File: config.mk
export PLATFORM = sky130hd
export DESIGN_NAME = instr_fifo
export DESIGN_NICKNAME = d
export VERILOG_FILES = /design/src/rtl/instr_pkg.sv /design/src/rtl/instr_fifo_scoreboard.sv /design/src/rtl/instr_fifo.sv
export SDC_FILE = /design/constraint.sdc
export NUM_CORES = 1
export LEC_CHECK = 0
export ABC_AREA = 1
export CAP_MARGIN = 30
export CORE_ASPECT_RATIO = 0.75
export CORE_MARGIN = 1.5
export CORE_UTILIZATION = 51
export DETAILED_ROUTE_END_ITERATION = 8
export HOLD_SLACK_MARGIN = 0.1
export PLACE_DENSITY = 0.69
export SKIP_CTS_REPAIR_TIMING = 1
export SLEW_MARGIN = 20
export SYNTH_ARGS = -nofsm -noshare
export SYNTH_HDL_FRONTEND = slang
export SYNTH_SLANG_ARGS = --single-unit
File: constraint.sdc
create_clock -name clk -period 2.2 [get_ports clk]
set_clock_uncertainty 0.05 [all_clocks]
set_input_delay 0.66 -clock clk [delete_from_list [all_inputs] [get_ports clk]]
set_output_delay 0.66 -clock clk [all_outputs]
set_load 0.05 [all_outputs]
File: src/rtl/instr_pkg.sv
// Shared instruction-format constants for the dispatch arbiter and lane FIFOs.
package instr_pkg;

  localparam int INSTR_W = 32;
  localparam int REG_AW  = 5;

  // Fixed instruction field positions
  localparam int DEST_MSB  = 4;
  localparam int DEST_LSB  = 0;
  localparam int SRCA_MSB  = 20;
  localparam int SRCA_LSB  = 16;
  localparam int SRCB_MSB  = 15;
  localparam int SRCB_LSB  = 11;
  localparam int ROUTE_MSB = 28;
  localparam int ROUTE_LSB = 27;

  // Route encodings used by the arbiter to pick a lane
  localparam logic [1:0] ROUTE_FIFO1 = 2'b10;
  localparam logic [1:0] ROUTE_FIFO2 = 2'b11;

endpackage

File: src/rtl/instr_fifo_scoreboard.sv
// Destination-register scoreboard: one valid bit per FIFO slot, plus two
// probe ports that report whether any live entry writes the probed register.
module instr_fifo_scoreboard
  import instr_pkg::*;
#(
  parameter  int DEPTH = 8,
  localparam int AW    = $clog2(DEPTH)
) (
  input  logic                          clk,
  input  logic                          reset,
  input  logic                          push_i,
  input  logic                          pop_i,
  input  logic                          flush_i,
  input  logic [AW-1:0]                 wr_ptr_i,
  input  logic [AW-1:0]                 rd_ptr_i,
  input  logic [DEPTH-1:0][REG_AW-1:0]  dest_i,
  input  logic [REG_AW-1:0]             query_a_i,
  input  logic [REG_AW-1:0]             query_b_i,
  output logic                          hit_a_o,
  output logic                          hit_b_o
);

  logic [DEPTH-1:0] valid_q, valid_d;

  // Next valid bits: flush wipes all; otherwise clear the popped slot, then
  // set the pushed slot (push wins when full with pop shares one slot).
  always_comb begin
    valid_d = valid_q;
    if (flush_i) begin
      valid_d = '0;
    end else begin
      if (pop_i)  valid_d[rd_ptr_i] = 1'b0;
      if (push_i) valid_d[wr_ptr_i] = 1'b1;
    end
  end

  // Valid-bit register
  always_ff @(posedge clk or posedge reset) begin
    if (reset) valid_q <= '0;
    else       valid_q <= valid_d;
  end

  // Probe compare and OR-reduce over live entries; register 0 is not special
  always_comb begin
    hit_a_o = 1'b0;
    hit_b_o = 1'b0;
    for (int i = 0; i < DEPTH; i++) begin
      if (valid_q[i] && (dest_i[i] == query_a_i)) hit_a_o = 1'b1;
      if (valid_q[i] && (dest_i[i] == query_b_i)) hit_b_o = 1'b1;
    end
  end

endmodule

File: src/rtl/instr_fifo.sv
// Per-lane FWFT instruction FIFO with sticky overflow and dest scoreboard.
// Handshake: the head transfers on a clock edge where out_valid && out_ready;
// out_valid does not depend on out_ready, and out_ready is ignored while empty.
module instr_fifo
  import instr_pkg::*;
#(
  parameter  int DEPTH    = 8,
  parameter  int AF_LEVEL = DEPTH - 2,
  localparam int AW       = $clog2(DEPTH),
  localparam int CW       = $clog2(DEPTH) + 1
) (
  input  logic               clk,
  input  logic               reset,
  input  logic               wr_en,
  input  logic [INSTR_W-1:0] instr_in,
  input  logic               flush,
  output logic               out_valid,
  output logic [INSTR_W-1:0] out_instr,
  input  logic               out_ready,
  output logic               full,
  output logic               empty,
  output logic               almost_full,
  output logic [CW-1:0]      count,
  output logic               overflow,
  input  logic [REG_AW-1:0]  query_a,
  input  logic [REG_AW-1:0]  query_b,
  output logic               hit_a,
  output logic               hit_b
);

  logic [INSTR_W-1:0]              mem_q [DEPTH];
  logic [AW-1:0]                   rd_ptr_q, rd_ptr_d;
  logic [AW-1:0]                   wr_ptr_q, wr_ptr_d;
  logic [CW-1:0]                   count_q, count_d;
  logic                            overflow_q, overflow_d;
  logic                            push, pop;
  logic [DEPTH-1:0][REG_AW-1:0]    dests;

  assign empty       = (count_q == '0);
  assign full        = (count_q == CW'(DEPTH));
  assign almost_full = (count_q >= CW'(AF_LEVEL));
  assign count       = count_q;
  assign overflow    = overflow_q;
  assign out_valid   = !empty;
  assign out_instr   = empty ? '0 : mem_q[rd_ptr_q];

  assign pop  = out_valid && out_ready;
  assign push = wr_en && (!full || pop);

  // Pointer, occupancy and overflow next state; flush overrides push/pop
  always_comb begin
    rd_ptr_d   = rd_ptr_q;
    wr_ptr_d   = wr_ptr_q;
    count_d    = count_q;
    overflow_d = overflow_q;
    if (flush) begin
      rd_ptr_d = '0;
      wr_ptr_d = '0;
      count_d  = '0;
    end else begin
      if (push) wr_ptr_d = wr_ptr_q + AW'(1);
      if (pop)  rd_ptr_d = rd_ptr_q + AW'(1);
      if (push && !pop)      count_d = count_q + CW'(1);
      else if (pop && !push) count_d = count_q - CW'(1);
      if (wr_en && !push)    overflow_d = 1'b1;
    end
  end

  // Control state registers
  always_ff @(posedge clk or posedge reset) begin
    if (reset) begin
      rd_ptr_q   <= '0;
      wr_ptr_q   <= '0;
      count_q    <= '0;
      overflow_q <= 1'b0;
    end else begin
      rd_ptr_q   <= rd_ptr_d;
      wr_ptr_q   <= wr_ptr_d;
      count_q    <= count_d;
      overflow_q <= overflow_d;
    end
  end

  // Instruction storage; contents survive reset, liveness lives elsewhere
  always_ff @(posedge clk) begin
    if (push && !flush) mem_q[wr_ptr_q] <= instr_in;
  end

  // Gather the dest field of every slot for the scoreboard compare
  always_comb begin
    for (int i = 0; i < DEPTH; i++) dests[i] = mem_q[i][DEST_MSB:DEST_LSB];
  end

  instr_fifo_scoreboard #(.DEPTH(DEPTH)) u_scoreboard (
    .clk       (clk),
    .reset     (reset),
    .push_i    (push && !flush),
    .pop_i     (pop && !flush),
    .flush_i   (flush),
    .wr_ptr_i  (wr_ptr_q),
    .rd_ptr_i  (rd_ptr_q),
    .dest_i    (dests),
    .query_a_i (query_a),
    .query_b_i (query_b),
    .hit_a_o   (hit_a),
    .hit_b_o   (hit_b)
  );

endmodule
==> results of run 1 <==
## routing by layer
metal / part of all wire, % / GRT usage [%] / wire, um
met4: 1.5 / 4.57 / 572
met3: 9.0 / 5.65 / 3350
met1: 44 / 42.5 / 16200
met5: 0 / 0 / 0
met2: 46 / 41.4 / 16900
## cells by family (layout without fill, tap and decap cells)
family	count (synthesis)	after routing	share of synthesized area, %
adders and majority gates	5	5	0.561
AOI/OAI and AO/OA	282	282	11.7
buffers and inverters	137	340	5.09
xor gates and xnor gates	4	4	0.280
DFF	275	275	65.3
and+or+nand+nor	554	554	17.1
## power breakdown
part	total [mW]	internal, mW	switching, mW	leakage (nW)
clock	4.68	2.72	1.96	0.436
sequential	6.05	5.89	0.151	2.56
combinational	8.70	3.58	5.12	3.45
## critical path, delay by kind of cell (launching register included)
kind,cells,cell delay (ns)
simple gates,1,0.08
flops,1,0.55
buf+inv,4,0.59
compound gates,3,0.42
## metrics by stage
step | TNS, ns | power (mW) | setup WS [ns] | util [%]
floorplan | -0.00183 | 10.6 | -0.000914 | -
global placement | -77.07 | 13.4 | -0.855 | 62.9
detailed placement | -82.69 | 13.4 | -0.775 | 62.9
CTS | -24.96 | 18.1 | -0.804 | 66.7
global route | -24.80 | 20.1 | -0.762 | 71.1
finish | -21.41 | 19.4 | -0.711 | 71.1
## layout make-up
class,count,area (um2),share of cell area [%]
Clock buffer,29,683,4.00
Clock inverter,20,213,1.24
Inverter,76,335,1.96
Multi-Input combinational cell,845,4660,27.3
Sequential cell,275,8170,47.8
Tap cell,331,414,2.42
Timing Repair Buffer,212,2580,15.1
Timing Repair inverter,3,23.8,0.139
## cell usage after synthesis, drive strengths merged
cell type  count
nor2          85
buf           48
xnor2          1
edfxtp       256
o211ai        14
nand3         33
inv           73
ha             4
clkbuf        13
a21oi        152
o21a           3
a31oi          2
o21bai         1
clkinv         3
nand2        436
xor2           3
o21ai        110
fa             1
dfrtp         19
## sequential cells by signal (all words and copies together), names as in the netlist
name,flops
count,4
mem_q,256
overflow,1
rd_ptr_q,3
u_scoreboard.valid_q,8
wr_ptr_q,3
## final timing paths
check,startpoint,endpoint,slack [ns],cells past startpoint
hold / removal,reset,count[1],0.39,3
setup / recovery,rd_ptr_q[0],out_instr[17],-0.71,8
min in group clk,overflow,overflow,0.43,1
max in group asynchronous,reset,rd_ptr_q[0],1.48,3
setup reg to reg,count[0],mem_q[2][21],0.09,8
hold reg to reg,overflow,overflow,0.43,1
==> results.cfg, run 1 <==
[yosys]
synth-seq-cells = 275
yosysTopAreaCellShare_pct = 61.5
ys_top_cells_by_area = edfxtp_1 62%, nand2_1 13%, a21oi_1 6.1%
yosysWarnings = 0
ys_types = 29
syn_inst = 1257
syn_area_mm2 = 0.0125
syn-num-nets = 1309
ys_seq_area_share_pct = 65.3
yosysTopAreaCell = edfxtp_1
avgSynthCellArea_um2 = 9.94

[final_layout]
fill_cells = 1706
antenna_cells = 0
synthToLayoutAreaGrowth_pct = 36.7
mostFrequentLayoutCells = 407 x nand2_1, 256 x edfxtp_1, 82 x buf_4
stdcell_area_mm2 = 0.0171
drive_gt1_share_pct = 29.9
fin_cells = 1791
layout.nets = 1492
final_common_cell = nand2_1

[pwr]
ir_drop_mv = 1.36
power_leakage_nw = 6.45
p_per_area_mw_per_mm2 = 1140

[worst_setup_path]
worstPathRequired_ns = 1.49
slowest_delay_ns = 0.55
arrival_ns = 2.20
crit_fanout = 8
crit_chain = buf_12, buf_12, buf_6, nand2_1, a21oi_2, o21ai_2, a21oi_4, buf_6
crit_slowest_cell = dfrtp_4
path_class = reg -> out
start_kind = flip-flop
crit_path_end_kind = primary output

[floorplan]
ios = 90
rows = 49
dieArea_mm2 = 0.0255
initial_utilization_pct = 52.0
fp.coreArea_mm2 = 0.0240
die_h_um = 139
die_x_um = 184

[route]
drt-total-wl_um = 37000
routed_via_density = 5.59
ant_nets = 0
dr.pass1.iters = 6
wire_per_inst_um = 20.7
dr_total_vias = 10000
drt_iter0_drc = 1216
drt_drc_violations_left = 0

[timing]
final-hold-violation-count = 0
setup_viol = 37
slew_headroom_pct = 64.5
hold_slack_ns = 0.389
rsz0062_at_grt = true
setup_slack_ns = -0.711
period_needed_ns = 2.91
fmax_mhz = 344
slew_viol_final = 0
tightest_slew_ns = 0.533
min_period_over_period_pct = 132

[hold_path]
hold_path.class = in -> async

[clock_network]
cts.clk_slew.worst_paths_ns = 0.06
clk_latency_ns = 0.54
h-tree-depth = 1
cts_buffer_depth = 3
cts_tree = yes
numCtsBuffers = 27
clock_sinks = 275
cts_root_buf = clkbuf_16

[grt]
grt_pass1_vias = 9361
grt_overflow = 0
grt_first_pass_wirelength_um = 53500
grt_usage_pct = 27.6
antenna_found_initial = 0
grt_max_degree = 37

[placement]
port_buffers = 89
gp_congestion = 0.931
hpwl_um = 22900
place_area_mm2 = 0.0151
dp_cells = 1718

[outcome]
violations = setup timing
status = finished, violations left

[run]
drv_cap = 0
Power figures use the tool's default switching activity.
==> inputs of run 2 (changes only) <==
CORE_MARGIN = 3   (was 1.5)
==> results.cfg, run 2 (synthesis results as in run 1) <==
[route]
dr.pass1.iters = 6
dr_total_vias = 10100
ant_nets = 0
drt_iter0_drc = 971
routed_via_density = 5.60
wire_per_inst_um = 20.5
drt_drc_violations_left = 0
drt-total-wl_um = 36900

[pwr]
seq_power_share_pct = 31.4
swShare_pct = 36.3
power.share.clock_pct = 23.2
combPwrFrac_pct = 45.4
p_per_area_mw_per_mm2 = 1140
switchingPower_mw = 6.97
p_int_mw = 12.3
ir_drop_mv = 1.03
power_leakage_nw = 6.53

[final_layout]
final_common_cell = nand2_1
fin_cells = 1795
regMostFlops = mem_q
postLayoutCoreUtil_pct = 71.9
antenna_cells = 0
mostFrequentLayoutCells = 424 x nand2_1, 256 x edfxtp_1, 97 x buf_4
synthToLayoutAreaGrowth_pct = 35.6
largest_reg_flops = 256
layout.nets = 1507
drive_gt1_share_pct = 24.4

[floorplan]
initial_utilization_pct = 53.1
dieArea_mm2 = 0.0264
fp.coreArea_mm2 = 0.0235
rows = 48
die_x_um = 187
ios = 90
die_h_um = 142

[timing]
period_needed_ns = 2.93
min_period_over_period_pct = 133
slew_headroom_pct = 73.2
slew_viol_final = 0
setup_viol = 37
tightest_slew_ns = 0.401
fmax_mhz = 341
setup_slack_ns = -0.730
final-hold-violation-count = 0
rsz0062_at_grt = true

[hold_path]
hold_path.class = in -> async

[worst_setup_path]
slowest_delay_ns = 0.56
path_class = in -> out
start_kind = input pin
crit_chain = clkdlybuf4s50_1, inv_1, o21ai_1, nor2_1, nand3_1, nand2_1, nor2_2, nand2_2, buf_12
worstPathRequired_ns = 1.49
arrival_ns = 2.22
crit_slowest_cell = clkdlybuf4s50_1
crit_fanout = 5
crit_path_end_kind = primary output

[grt]
grt_max_degree = 45
antenna_found_initial = 0
grt_usage_pct = 26.0
grt_pass1_vias = 9315
grt_first_pass_wirelength_um = 53400
grt_overflow = 0

[outcome]
status = finished, violations left
violations = setup timing

[run]
drv_cap = 0

[placement]
hpwl_um = 22500
dp_cells = 1725
gp_congestion = 1.02
port_buffers = 89

[clock_network]
cts_tree = yes
clock_sinks = 275
numCtsBuffers = 27
cts_buffer_depth = 3
cts.clk_slew.worst_paths_ns = 0.07
cts_root_buf = clkbuf_16
clk_latency_ns = 0.54
h-tree-depth = 1
run 2: worst paths after layout:
kind                                  from     endpoint  slack, ns  depth (start not counted)
worst max-delay path            query_a[2]        hit_a      -0.73                          9
worst min-delay path                 reset     count[0]       0.39                          3
worst max register to register    count[3]  mem_q[4][8]       0.11                          9
worst min register to register    overflow     overflow       0.44                          1
max in group asynchronous            reset  rd_ptr_q[0]       1.47                          3
min in group clk                  overflow     overflow       0.44                          1
run 2: area by class of cell:
| type | instances | area, um2 |
|---|---|---|
| Multi-Input combinational cell | 845 | 4350 |
| Tap cell | 325 | 407 |
| Fill cell | 1670 | 6600 |
| Inverter | 76 | 325 |
| Timing Repair Buffer | 230 | 2850 |
| Clock buffer | 38 | 727 |
| Clock inverter | 6 | 109 |
| Sequential cell | 275 | 8170 |
run 2: routing by layer:
metal  wire length, um  track usage, %
met5                 0               0
met4               621            5.29
met3              3360            4.72
met2             16700            40.2
met1             16100            39.1
run 2: power by group through the flow:
stage	sequential (mW)	clock [mW]	combinational (mW)
after floorplan	6.21	0	4.38
after global placement	6.12	0	7.72
after detailed placement	6.12	0	7.79
after CTS	6.01	4.50	7.83
after global routing	6.06	4.70	9.14
final	6.04	4.46	8.73
run 2: worst max-delay path: cells and delay by family:
kind,cells,cell delay (ns)
compound gates,1,0.25
buf+inv,3,0.84
simple gates,5,0.46
run 2: metrics by stage:
step	hold WS, ns	TNS [ns]	cell area, um2	power, mW	worst slack (ns)
floorplan	0.472	-0.00183	12900	10.6	-0.000914
global placement	0.415	-59.98	15400	13.8	-0.845
detailed placement	0.422	-69.63	15400	13.9	-0.800
CTS	0.388	-24.42	16200	18.3	-0.820
global route	0.426	-24.65	16900	19.9	-0.798
finish	0.392	-22.30	16900	19.2	-0.730
==> inputs of run 3 (changes only) <==
PLACE_DENSITY = 0.71   (was 0.69)
clock period = 2.64 ns   (was 2.2 ns; I/O delays follow)
==> results.cfg, run 3 (synthesis results as in run 1) <==
[floorplan]
die_h_um = 142
ios = 90
dieArea_mm2 = 0.0264
die_x_um = 187
rows = 48
initial_utilization_pct = 53.1
fp.coreArea_mm2 = 0.0235

[route]
dr_wl_met2_um = 16300
dr.pass1.iters = 6
routed_via_density = 5.61
route.met3.wl_um = 3680
drt_iter0_drc = 1090
ant_nets = 0
wire_per_inst_um = 20.5
drt_drc_violations_left = 0
dr_total_vias = 9898
wl_met1_um = 15600
drt-total-wl_um = 36200
dr.max_layer_used = met4

[final_layout]
regMostFlops = mem_q
multi_input_area_mm2 = 0.00447
mostFrequentLayoutCells = 423 x nand2_1, 256 x edfxtp_1, 76 x nor2_1
layout.nets = 1472
fill_cells = 1628
postLayoutCoreUtil_pct = 71.4
seq_area_mm2 = 0.00817
synthToLayoutAreaGrowth_pct = 34.5
drive_gt1_share_pct = 24.6
largest_reg_flops = 256
antenna_cells = 0
final_common_cell = nand2_1
fin_cells = 1764

[worst_setup_path]
slowest_delay_ns = 0.44
r2r_start = count[1]
worstPathRequired_ns = 1.80
crit_chain = buf_12, buf_4, clkbuf_16, nand2_1, a21oi_2, o21ai_2, a21oi_4, buf_12
start_kind = flip-flop
crit_slowest_cell = dfrtp_4
cpMostUsedCell = buf_12
r2r_setup_slack_ns = 0.46
critPathLaunch = rd_ptr_q[0]
arrival_ns = 2.20
r2r_end = count[3]
cp-endpoint = out_instr[9]
r2r_cells = 14
crit_fanout = 6
crit_path_end_kind = primary output
path_class = reg -> out

[grt]
antenna_found_initial = 0
grt_max_degree = 46
grt_usage_pct = 24.6
grt_overflow = 0
grt_first_pass_wirelength_um = 50400
grt_pass1_vias = 8967

[timing]
rsz0062_at_grt = true
final-hold-violation-count = 0
slew_headroom_pct = 66.0
setup_viol = 34
setup_slack_ns = -0.403
tightest_slew_ns = 0.510
period_needed_ns = 3.04
min_period_over_period_pct = 115
hold_slack_ns = 0.431
slew_viol_final = 0
fmax_mhz = 329

[hold_path]
hold_path.class = reg -> reg

[clock_network]
numCtsBuffers = 26
h-tree-depth = 1
cts_buffer_depth = 3
clk_latency_ns = 0.54
cts.clk_slew.worst_paths_ns = 0.06
clock_sinks = 275
cts_root_buf = clkbuf_16
cts_tree = yes

[pwr]
p_total_mw = 16.1
p_per_area_mw_per_mm2 = 958
power_leakage_nw = 6.46
ir_drop_mv = 0.998

[placement]
gp_congestion = 0.969
port_buffers = 89
hpwl_um = 21000
dp_cells = 1682

[run]
drv_cap = 0

[outcome]
status = finished, violations left
violations = setup timing
-- run 3: cell types whose count changed in the layout (fill, tap and decap cells not counted), sizes merged --
cell,before,now
clkdlybuf4s50,38,37
clkinvlp,2,5
dlymetal6s2s,8,11
clkbuf,43,52
buf,179,132
inv,65,71
clkinv,12,8
-- run 3: worst min path at each step --
stage                                 start                 endpoint  slack (ns)  depth (start not counted)
floorplan           u_scoreboard.valid_q[0]  u_scoreboard.valid_q[0]        0.47                          2
global placement                   overflow                 overflow        0.42                          1
detailed placement                 overflow                 overflow        0.42                          1
CTS                                overflow                 overflow        0.43                          1
global route                       overflow                 overflow        0.47                          1
finish                             overflow                 overflow        0.43                          1
-- run 3: cell type report --
type	instances	area share (%)
Clock buffer	39	4.28
Clock inverter	8	0.737
Inverter	76	1.91
Multi-Input combinational cell	845	26.6
Sequential cell	275	48.6
Tap cell	325	2.42
Timing Repair Buffer	193	15.3
Timing Repair inverter	3	0.171
-- run 3: per-stage QoR --
stage          worst slack (ns)  TNS (ns)  cell area [um2]
2_1_floorplan            0.0333         0            12800
3_3_place_gp             -0.551     -1.47            14900
3_5_place_dp             -0.544     -1.49            14900
4_1_cts                  -0.537    -14.83            15800
5_1_grt                  -0.456    -12.90            16800
6_report                 -0.403    -10.54            16800
-- run 3: worst max-delay path: cells and delay by family (launching register included) --
family	cells	cell delay (ns)
compound gates	3	0.51
buf+inv	4	0.63
flops	1	0.44
simple gates	1	0.07
-- run 3: report_power, final --
part | switching, mW | total, mW | leakage [nW] | internal [mW]
Clock | 1.53 | 3.71 | 0.408 | 2.17
Sequential | 0.105 | 5.02 | 2.56 | 4.91
Combinational | 4.26 | 7.38 | 3.49 | 3.12
-- run 3: metal layers --
layer	vias up	global-route usage, %
met3	63	5.09
met5	-	0
met1	4742	36.9
li1	4606	-
met2	487	37.2
met4	0	6.16
